`config.mk`:
```
export PLATFORM = sky130hd
export DESIGN_NAME = sha1_stream_packer_flat
export DESIGN_NICKNAME = d
export VERILOG_FILES = /design/src/rtl/sha1_stream_pkg.sv /design/src/rtl/sha1_stream_packer_if.sv /design/src/rtl/sha1_beat_slot.sv /design/src/rtl/sha1_stream_packer.sv /design/src/flat_wrapper.sv
export SDC_FILE = /design/constraint.sdc
export NUM_CORES = 2
export LEC_CHECK = 0
export ABC_AREA = 1
export CORE_MARGIN = 2
export CORE_UTILIZATION = 48
export DETAILED_ROUTE_END_ITERATION = 8
export DONT_BUFFER_PORTS = 1
export PLACE_DENSITY_LB_ADDON = 0.2
export SYNTH_ARGS = -nofsm -noshare
export SYNTH_HDL_FRONTEND = slang
export SYNTH_SLANG_ARGS = --single-unit
```
`constraint.sdc`:
```
create_clock -name clk -period 69.3 [get_ports clk]
set_input_delay 13.86 -clock clk [delete_from_list [all_inputs] [get_ports clk]]
set_output_delay 13.86 -clock clk [all_outputs]
set_load 0.02 [all_outputs]
```
`src/rtl/sha1_stream_pkg.sv`:
```
// rtl/sha1_stream_pkg.sv - shared widths and beat type for the SHA-1 message path
package sha1_stream_pkg;
  localparam int IN_BYTES  = 4;
  localparam int OUT_BYTES = 64;
  localparam int WORDS     = OUT_BYTES / IN_BYTES;
  localparam int IDX_W     = $clog2(WORDS);
  localparam int IN_W      = 8 * IN_BYTES;
  localparam int OUT_W     = 8 * OUT_BYTES;

  typedef struct packed {
    logic [OUT_W-1:0]     data;
    logic [OUT_BYTES-1:0] keep;
    logic                 last;
  } beat_t;
endpackage

```
`src/rtl/sha1_stream_packer_if.sv`:
```
// rtl/sha1_stream_packer_if.sv - word-in / beat-out stream bundle for the packer
interface sha1_stream_packer_if;
  import sha1_stream_pkg::*;

  logic                 o_tready_in;
  logic                 i_tvalid_in;
  logic [IN_W-1:0]      i_tdata_in;
  logic [IN_BYTES-1:0]  i_tkeep_in;
  logic                 i_tlast_in;
  logic                 i_tready_out;
  logic                 o_tvalid_out;
  logic [OUT_W-1:0]     o_tdata_out;
  logic [OUT_BYTES-1:0] o_tkeep_out;
  logic                 o_tlast_out;

  modport master (
    output i_tvalid_in, i_tdata_in, i_tkeep_in, i_tlast_in, i_tready_out,
    input  o_tready_in, o_tvalid_out, o_tdata_out, o_tkeep_out, o_tlast_out
  );

  modport slave (
    input  i_tvalid_in, i_tdata_in, i_tkeep_in, i_tlast_in, i_tready_out,
    output o_tready_in, o_tvalid_out, o_tdata_out, o_tkeep_out, o_tlast_out
  );
endinterface

```
`src/rtl/sha1_beat_slot.sv`:
```
// rtl/sha1_beat_slot.sv - single-entry valid/ready beat register that holds on stall
module sha1_beat_slot
  import sha1_stream_pkg::*;
(
  input  logic  clk,
  input  logic  reset,
  input  logic  i_load,
  input  beat_t i_beat,
  input  logic  i_ready,
  output logic  o_valid,
  output beat_t o_beat
);
  logic  r_valid;
  beat_t r_beat;

  always_ff @(posedge clk or posedge reset) begin
    if (reset) begin
      r_valid <= 1'b0;
      r_beat  <= '0;
    end else if (i_load) begin
      r_valid <= 1'b1;
      r_beat  <= i_beat;
    end else if (r_valid && i_ready) begin
      r_valid <= 1'b0;
    end
  end

  assign o_valid = r_valid;
  assign o_beat  = r_beat;
endmodule

```
`src/rtl/sha1_stream_packer.sv`:
```
// rtl/sha1_stream_packer.sv - packs 32-bit words with keeps into 512-bit SHA-1 beats
module sha1_stream_packer
  import sha1_stream_pkg::*;
(
  input logic                 clk,
  input logic                 reset,
  sha1_stream_packer_if.slave s
);
  logic [OUT_W-1:0]     r_data,  w_data_nxt;
  logic [OUT_BYTES-1:0] r_keep,  w_keep_nxt;
  logic [IDX_W-1:0]     r_idx,   w_idx_nxt, w_base_idx;
  logic                 r_acc_done, w_done_nxt;
  logic                 r_acc_last, w_last_nxt;
  logic                 w_slot_valid, w_slot_free, w_xfer, w_accept, w_tready_in;
  logic [IN_BYTES-1:0]  w_wkeep;
  logic [IN_W-1:0]      w_wdata;
  beat_t                w_acc_beat, w_slot_beat;

  assign w_slot_free = !w_slot_valid || s.i_tready_out;
  assign w_xfer      = r_acc_done && w_slot_free;
  assign w_tready_in = !reset && (!r_acc_done || w_slot_free);
  assign w_accept    = s.i_tvalid_in && w_tready_in;
  // A transfer clears the accumulator, so a word arriving alongside lands at lane 0
  assign w_base_idx  = w_xfer ? '0 : r_idx;
  assign w_wkeep     = s.i_tlast_in ? s.i_tkeep_in : '1;

  // Disabled bytes are zeroed so unused lanes of a beat read as 0
  always_comb begin
    w_wdata = '0;
    for (int b = 0; b < IN_BYTES; b++) begin
      if (w_wkeep[b]) w_wdata[8*b +: 8] = s.i_tdata_in[8*b +: 8];
    end
  end

  always_comb begin
    w_data_nxt = w_xfer ? '0 : r_data;
    w_keep_nxt = w_xfer ? '0 : r_keep;
    w_idx_nxt  = w_base_idx;
    w_done_nxt = w_xfer ? 1'b0 : r_acc_done;
    w_last_nxt = w_xfer ? 1'b0 : r_acc_last;
    if (w_accept) begin
      w_data_nxt[IN_W*w_base_idx +: IN_W]         = w_wdata;
      w_keep_nxt[IN_BYTES*w_base_idx +: IN_BYTES] = w_wkeep;
      w_idx_nxt = w_base_idx + 1'b1;
      if (s.i_tlast_in) begin
        w_done_nxt = 1'b1;
        w_last_nxt = 1'b1;
      end else if (w_base_idx == IDX_W'(WORDS-1)) begin
        w_done_nxt = 1'b1;
      end
    end
  end

  always_ff @(posedge clk or posedge reset) begin
    if (reset) begin
      r_data     <= '0;
      r_keep     <= '0;
      r_idx      <= '0;
      r_acc_done <= 1'b0;
      r_acc_last <= 1'b0;
    end else begin
      r_data     <= w_data_nxt;
      r_keep     <= w_keep_nxt;
      r_idx      <= w_idx_nxt;
      r_acc_done <= w_done_nxt;
      r_acc_last <= w_last_nxt;
    end
  end

  assign w_acc_beat = '{data: r_data, keep: r_keep, last: r_acc_last};

  sha1_beat_slot u_slot (
    .clk     (clk),
    .reset   (reset),
    .i_load  (w_xfer),
    .i_beat  (w_acc_beat),
    .i_ready (s.i_tready_out),
    .o_valid (w_slot_valid),
    .o_beat  (w_slot_beat)
  );

  assign s.o_tready_in  = w_tready_in;
  assign s.o_tvalid_out = w_slot_valid;
  assign s.o_tdata_out  = w_slot_beat.data;
  assign s.o_tkeep_out  = w_slot_beat.keep;
  assign s.o_tlast_out  = w_slot_beat.last;
endmodule

```
`src/flat_wrapper.sv`:
```
// flat-port wrapper written by rule: the top's interface ports become plain ports
module sha1_stream_packer_flat import sha1_stream_pkg::*;
  (clk, reset, s_i_tvalid_in, s_i_tdata_in, s_i_tkeep_in, s_i_tlast_in, s_i_tready_out, s_o_tready_in, s_o_tvalid_out, s_o_tdata_out, s_o_tkeep_out, s_o_tlast_out);
  sha1_stream_packer_if s_i ();
  input logic clk;
  input logic reset;
  input wire logic [$bits(s_i.i_tvalid_in)-1:0] s_i_tvalid_in;
  input wire logic [$bits(s_i.i_tdata_in)-1:0] s_i_tdata_in;
  input wire logic [$bits(s_i.i_tkeep_in)-1:0] s_i_tkeep_in;
  input wire logic [$bits(s_i.i_tlast_in)-1:0] s_i_tlast_in;
  input wire logic [$bits(s_i.i_tready_out)-1:0] s_i_tready_out;
  output wire logic [$bits(s_i.o_tready_in)-1:0] s_o_tready_in;
  output wire logic [$bits(s_i.o_tvalid_out)-1:0] s_o_tvalid_out;
  output wire logic [$bits(s_i.o_tdata_out)-1:0] s_o_tdata_out;
  output wire logic [$bits(s_i.o_tkeep_out)-1:0] s_o_tkeep_out;
  output wire logic [$bits(s_i.o_tlast_out)-1:0] s_o_tlast_out;
  assign s_i.i_tvalid_in = s_i_tvalid_in;
  assign s_i.i_tdata_in = s_i_tdata_in;
  assign s_i.i_tkeep_in = s_i_tkeep_in;
  assign s_i.i_tlast_in = s_i_tlast_in;
  assign s_i.i_tready_out = s_i_tready_out;
  assign s_o_tready_in = s_i.o_tready_in;
  assign s_o_tvalid_out = s_i.o_tvalid_out;
  assign s_o_tdata_out = s_i.o_tdata_out;
  assign s_o_tkeep_out = s_i.o_tkeep_out;
  assign s_o_tlast_out = s_i.o_tlast_out;
  sha1_stream_packer u_core (.clk(clk), .reset(reset), .s(s_i));
endmodule
```
# After elaboration in Yosys (flattened, before gate mapping)
# Cells that the tools add are included.
[word_totals]
regBits = 1160
input_bits = 41
output_inout_bits = 579
[classes]
n_addsub = 3
n_eq_ne = 1
n_shift = 4
n_mux = 22
reduce_logical = 10
[op_table]
columns = ["cell", "count"]
rows = [
  ["512-bit two-way mux", 2],
  ["512-bit bitwise mux", 1],
  ["32-bit by 34-bit variable shift with 512-bit output, first input constant", 1],
  ["32-bit by 34-bit indexed part select with 512-bit output", 1],
  ["64-bit two-way mux", 2],
  ["64-bit bitwise mux", 1],
  ["4-bit by 34-bit variable shift with 64-bit output, first input constant", 1],
  ["4-bit by 34-bit indexed part select with 64-bit output", 1],
  ["6-bit negator with 34-bit output", 1],
  ["9-bit negator with 34-bit output", 1],
  ["8-bit two-way mux", 4],
  ["4-bit two-way mux", 3],
  ["1-bit two-way mux", 9],
  ["4-bit by 1-bit adder with 4-bit output, second input constant", 1],
  ["4-bit equality test, second input constant", 1],
  ["1-bit logical AND", 4],
  ["1-bit logical NOT", 3],
  ["1-bit logical OR", 2],
  ["2-bit nonzero test", 1],
]

# Logic depth before layout (Yosys ltp)
[depth]
depth_word = 8
depth_mapped = 20
depth_no_buf = 16

# Cells and area by module
# Synthesis repeated with hierarchy kept, for this count alone.
[hier_totals]
cells_unflattened = 5442
area_unflattened_um2 = 47226.5
[by_module_without_submodules]
columns = ["module", "instances", "cells_each", "area_per_inst_um2", "seq_area_each_um2"]
rows = [
  ["sha1_stream_packer", 1, 3000, 25593.3, 14564.0],
  ["sha1_beat_slot", 1, 2442, 21633.2, 14463.9],
]

# Worst setup path before layout
# OpenSTA, ideal clock, no wires.
[synth_path]
kind = "input port to output port"
from = "input port reset"
to = "output port s_o_tready_in"
t_arrival_ns = 39.532
path_slack_ns = 15.908
cell_stages = 3
path_cell_list = "inv_1 nand2_1 inv_2"
[synth_between]
elab_chain_len = 2
[synth_rtl]
columns = ["item", "line_no", "rtl"]
rows = [
  ["from (decl)", "flat_wrapper.sv:6", "input logic reset;"],
  ["1-bit logical NOT", "sha1_stream_packer.sv:21", "assign w_tready_in = !reset && (!r_acc_done || w_slot_free);"],
  ["1-bit logical AND", "sha1_stream_packer.sv:21", ""],
  ["to (decl)", "flat_wrapper.sv:12", "output wire logic [$bits(s_i.o_tready_in)-1:0] s_o_tready_in;"],
]
# Every way passes these cells.

# Worst setup path after layout
# Ends and elaborated chain as after synthesis.

==> results.md <==
CTS:
- The latest clock arrival within the worst-skew pair is roughly 0.72 ns.
- Clock tree synthesis found a total of roughly 1200 sinks.
- After clock tree synthesis, the clock-pin slew on the worst setup and hold paths is 0.06 ns.
- The buffer count from post-CTS setup fixing is 0.
- The cell sitting at the root of the clock tree is a sky130_fd_sc_hd__clkbuf_16.
- The maximum root-to-sink buffer count is 3.
- The TritonCTS clock tree is done.
- The number of buffers created by CTS is 117.
- The H-tree depth is 3.
- The number of buffers added to fix hold violations after cts is 0.
- Gates resized during post-CTS repair numbered 0.

Drt:
- After detailed routing, the average wire length per cell comes to 23.0 µm.
- After detailed routing, the number of remaining DRC violations is 0.
- The number of search-and-repair iterations in the first detailed-routing pass is 5.
- The detailed router finished its first iteration with 3696 violations.
- Using the TritonRoute via totals, the vias-per-cell ratio works out to 5.29.
- The detailed router placed about 35000 vias in this run.
- The detail route stage leaves a number of antenna-violating nets equal to 0.
- The final wirelength is roughly 150000 µm.

Critical path:
- The critical path starts at reset.
- The top fanout value on the critical path is 33.
- The termination of the worst setup path is s_o_tready_in.
- The kind of capture point of the worst setup path is an output port.
- The critical path data required time is ~55 ns.
- Setup slack on the worst reg-to-reg path comes out at around 64 ns.
- The worst register-to-register path ends at u_core.r_data[131].
- The data arrival time of the worst path is between 10 and 15 ns.
- STA classifies the critical path startpoint as an input port.
- The logic depth of the worst register-to-register path is 13.
- The setup path with the least slack is of type input port to output port.
- The startpoint identified for the worst register-to-register timing path is u_core.u_slot.o_valid.

Yosys:
- The net count after synthesis is about 5500.
- After synthesis the netlist holds a flip-flop and latch count of approximately 1200.
- After synthesis, the mean cell area works out to about 8.6 µm².
- The most used flip-flop cell after synthesis is sky130_fd_sc_hd__dfrtp_1.
- The Yosys warning count is 0.
- The cell area after synthesis is about 0.047 mm².
- The share of the synthesized area in the top cell type is just over 60%.
- The async set-or-reset flop fraction in the synthesized netlist is between 90% and 100%.
- The cell type with the largest total area after synthesis is sky130_fd_sc_hd__dfrtp_1.
- sky130_fd_sc_hd__nand2_1 is the most common cell in the netlist.
- The count of flip-flops with a built-in enable after synthesis is 0.
- Sorting the synthesized cells by how often they occur yields sky130_fd_sc_hd__nand2_1 (2140), sky130_fd_sc_hd__dfrtp_1 (1160), sky130_fd_sc_hd__o21ai_0 (551).
- In the post-synthesis netlist, the biggest area contributors are sky130_fd_sc_hd__dfrtp_1 (62%), sky130_fd_sc_hd__nand2_1 (17%), sky130_fd_sc_hd__o21ai_0 (5.9%).
- The share of synthesized area occupied by flip-flops and latches is between 60% and 70%.
- The distinct cell type count after synthesis is 31.
- Counting every instance in the synthesized netlist gives 5417.

Timing:
- Headroom to the max-slew limit came out at between 10% and 20%.
- The slew of the pin with the lowest slew margin is between 1 and 1.5 ns.
- The worst path needs ~28 ns of the cycle, external delays included.
- The clock skew is ~0.033 ns.
- The period utilization is 40.8%.
- The count of final setup violators is 0.
- The achievable clock frequency is about 35 MHz.
- The number of max-slew violations in the final report is 0.
- The total negative setup slack is 0 ns.
- Setup repair after global routing left no endpoint under its margin.
- The count of endpoints failing hold in the final timing report is 0.

Layout:
- The finished layout holds 6631 standard cells, fillers aside.
- For this run, the post-layout net count is 5295.
- Summing all non-filler instances in the final layout gives an area of between 0.05 and 0.06 mm².
- The layout has approximately 9000 filler cells.
- From synthesis to final layout, the design area changed by 10.0%.
- In the final layout, the share of cells above drive strength 1 is ~5.3%.

Pwr:
- Per report_power, the clock group accounts for around 39% of the total.
- Dividing total power by cell area gives a power density of 32.8 mW/mm².
- The peak supply drop is 0.0224 mV.
- After layout, the design draws a total of ~1.7 mW.
- The leakage dissipation is ~26 nW.
- Sequential cells burn 46.4% of the power.
- The internal portion of the total power is 1.14 mW.
- Summed over all nets, the switching power comes to about 0.54 mW.
- The combinational fraction of design power is between 10% and 20%.
- In this run switching power makes up 32.2% of total power.

Global routing:
- The aggregate global-route resource usage is approximately 30%.
- Entering global routing, the biggest net connects about 240 pins.
- The number of global-route vias before repair is ~33000.
- The initial antenna violation count is 8.
- After global routing the overflow that remains totals 0.
- The global-route wire length before repair is between 200000 and 250000 µm.

Die:
- The die covers between 0.09 and 0.1 mm².
- The die height is 316 µm.
- The number of I/O pins is between 600 and 700.
- The area inside the core boundary is between 0.09 and 0.1 mm².
- The initial core utilization is between 40% and 50%.
- The floorplan die width is roughly 320 µm.
- The number of rows in the core area is approximately 110.

Flow run:
- Max-cap violations in this run came to 0.

Placed design:
- In this run the tool buffered the top-level ports with 0 buffer cells.
- The placed standard-cell area is between 0.04 and 0.05 mm².
- After legalization and detailed placement, the total HPWL measured 102000 µm.
- The weighted congestion at the end of routability-driven global placement is 0.848.
- Including well taps, the total number of placed cells is around 6400.

Outcome:
- The run finished with clean final reports.

Min path:
- In this run the worst hold path is classified as flip-flop to flip-flop.
==> per-layer routing <==
| metal | part of all wire (%) | routed length [µm] | global-route usage (%) | up-vias |
|---|---|---|---|---|
| met5 | 0.021 | 32 | 0 | - |
| met4 | 5.1 | 7740 | 14.5 | 6 |
| met3 | 10 | 15600 | 10.6 | 304 |
| met2 | 44 | 67400 | 44.9 | 1250 |
| met1 | 40 | 61800 | 39.7 | 16978 |
| li1 | - | - | - | 16565 |
==> kinds of logic after synthesis <==
logic type	count (synthesis)	synth area share, %
and+or+nand+nor	2909	25.0
AOI/OAI and AO/OA	642	6.91
adders and majority gates	5	0.134
xor gates and xnor gates	3	0.0562
DFF	1160	62.1
buffers and inverters	698	5.88
==> critical path, stage by stage <==
cell                      delay (ns)
sky130_fd_sc_hd__inv_8          0.23
sky130_fd_sc_hd__nand2_1        0.13
sky130_fd_sc_hd__inv_2          0.15
==> final cells by class <==
type                            instances  area [µm²]  share of cell area (%)
Sequential cell                      1160       29000                    56.4
Multi-Input combinational cell       3559       15000                    29.2
Clock buffer                          177        3460                    6.73
Tap cell                             1276        1600                    3.10
Inverter                              366        1390                    2.70
Clock inverter                         42         519                    1.01
Timing Repair Buffer                   45         400                   0.778
Antenna cell                            6        15.0                  0.0292
==> cells in the final DEF (no fill, tap or decap), drive strengths merged <==
| cell type | n |
|---|---|
| nand2 | 2154 |
| dfrtp | 1160 |
| o21ai | 637 |
| inv | 369 |
| nor2 | 362 |
| nand3 | 294 |
| clkbuf | 177 |
| nand4 | 48 |
| buf | 45 |
| nand3b | 36 |
| clkinv | 29 |
| nor3 | 15 |
| bufinv | 9 |
| diode | 6 |
| ha | 5 |
| a21oi | 3 |
| xor2 | 2 |
| o22ai | 1 |
| o211ai | 1 |
| xnor2 | 1 |
| clkinvlp | 1 |
==> per-stage QoR <==
stage               setup slack, ns  hold WS [ns]  utilization [%]
global placement              41.02         0.450             49.1
CTS                           41.02         0.465             53.3
global route                  40.98         0.481             53.3
detailed placement            41.02         0.451             49.1
floorplan                     15.91         0.442                -
finish                        41.01         0.464             53.3
==> state kept, by name, summed over array words and instances (netlist names) <==
| name | cells |
|---|---|
| u_core.r_keep | 64 |
| u_core.u_slot.o_beat | 577 |
| u_core.r_data | 512 |
| u_core.r_idx | 4 |
| u_core.r_acc_done | 1 |
| u_core.u_slot.o_valid | 1 |
| u_core.r_acc_last | 1 |
==> power by group through the flow <==
stage	Clock, mW	Combinational (mW)	Sequential [mW]
2_1_floorplan	0	0.163	0.779
3_3_place_gp	0	0.247	0.793
3_5_place_dp	0	0.249	0.794
4_1_cts	0.663	0.250	0.782
5_1_grt	0.691	0.274	0.786
6_report	0.654	0.251	0.782
==> worst min path at each step <==
| stage | slack, ns | from | cells past startpoint | to |
|---|---|---|---|---|
| after CTS | 0.47 | u_core.r_keep[63] | 2 | u_core.u_slot.o_beat[64] |
| after global routing | 0.48 | u_core.r_data[299] | 2 | u_core.u_slot.o_beat[364] |
| final | 0.46 | u_core.r_data[486] | 2 | u_core.u_slot.o_beat[551] |
| after floorplan | 0.44 | u_core.r_data[38] | 2 | u_core.u_slot.o_beat[103] |
| after global placement | 0.45 | u_core.r_data[411] | 2 | u_core.u_slot.o_beat[476] |
| after detailed placement | 0.45 | u_core.r_data[359] | 2 | u_core.u_slot.o_beat[424] |
(Power assumes the default switching activity.)
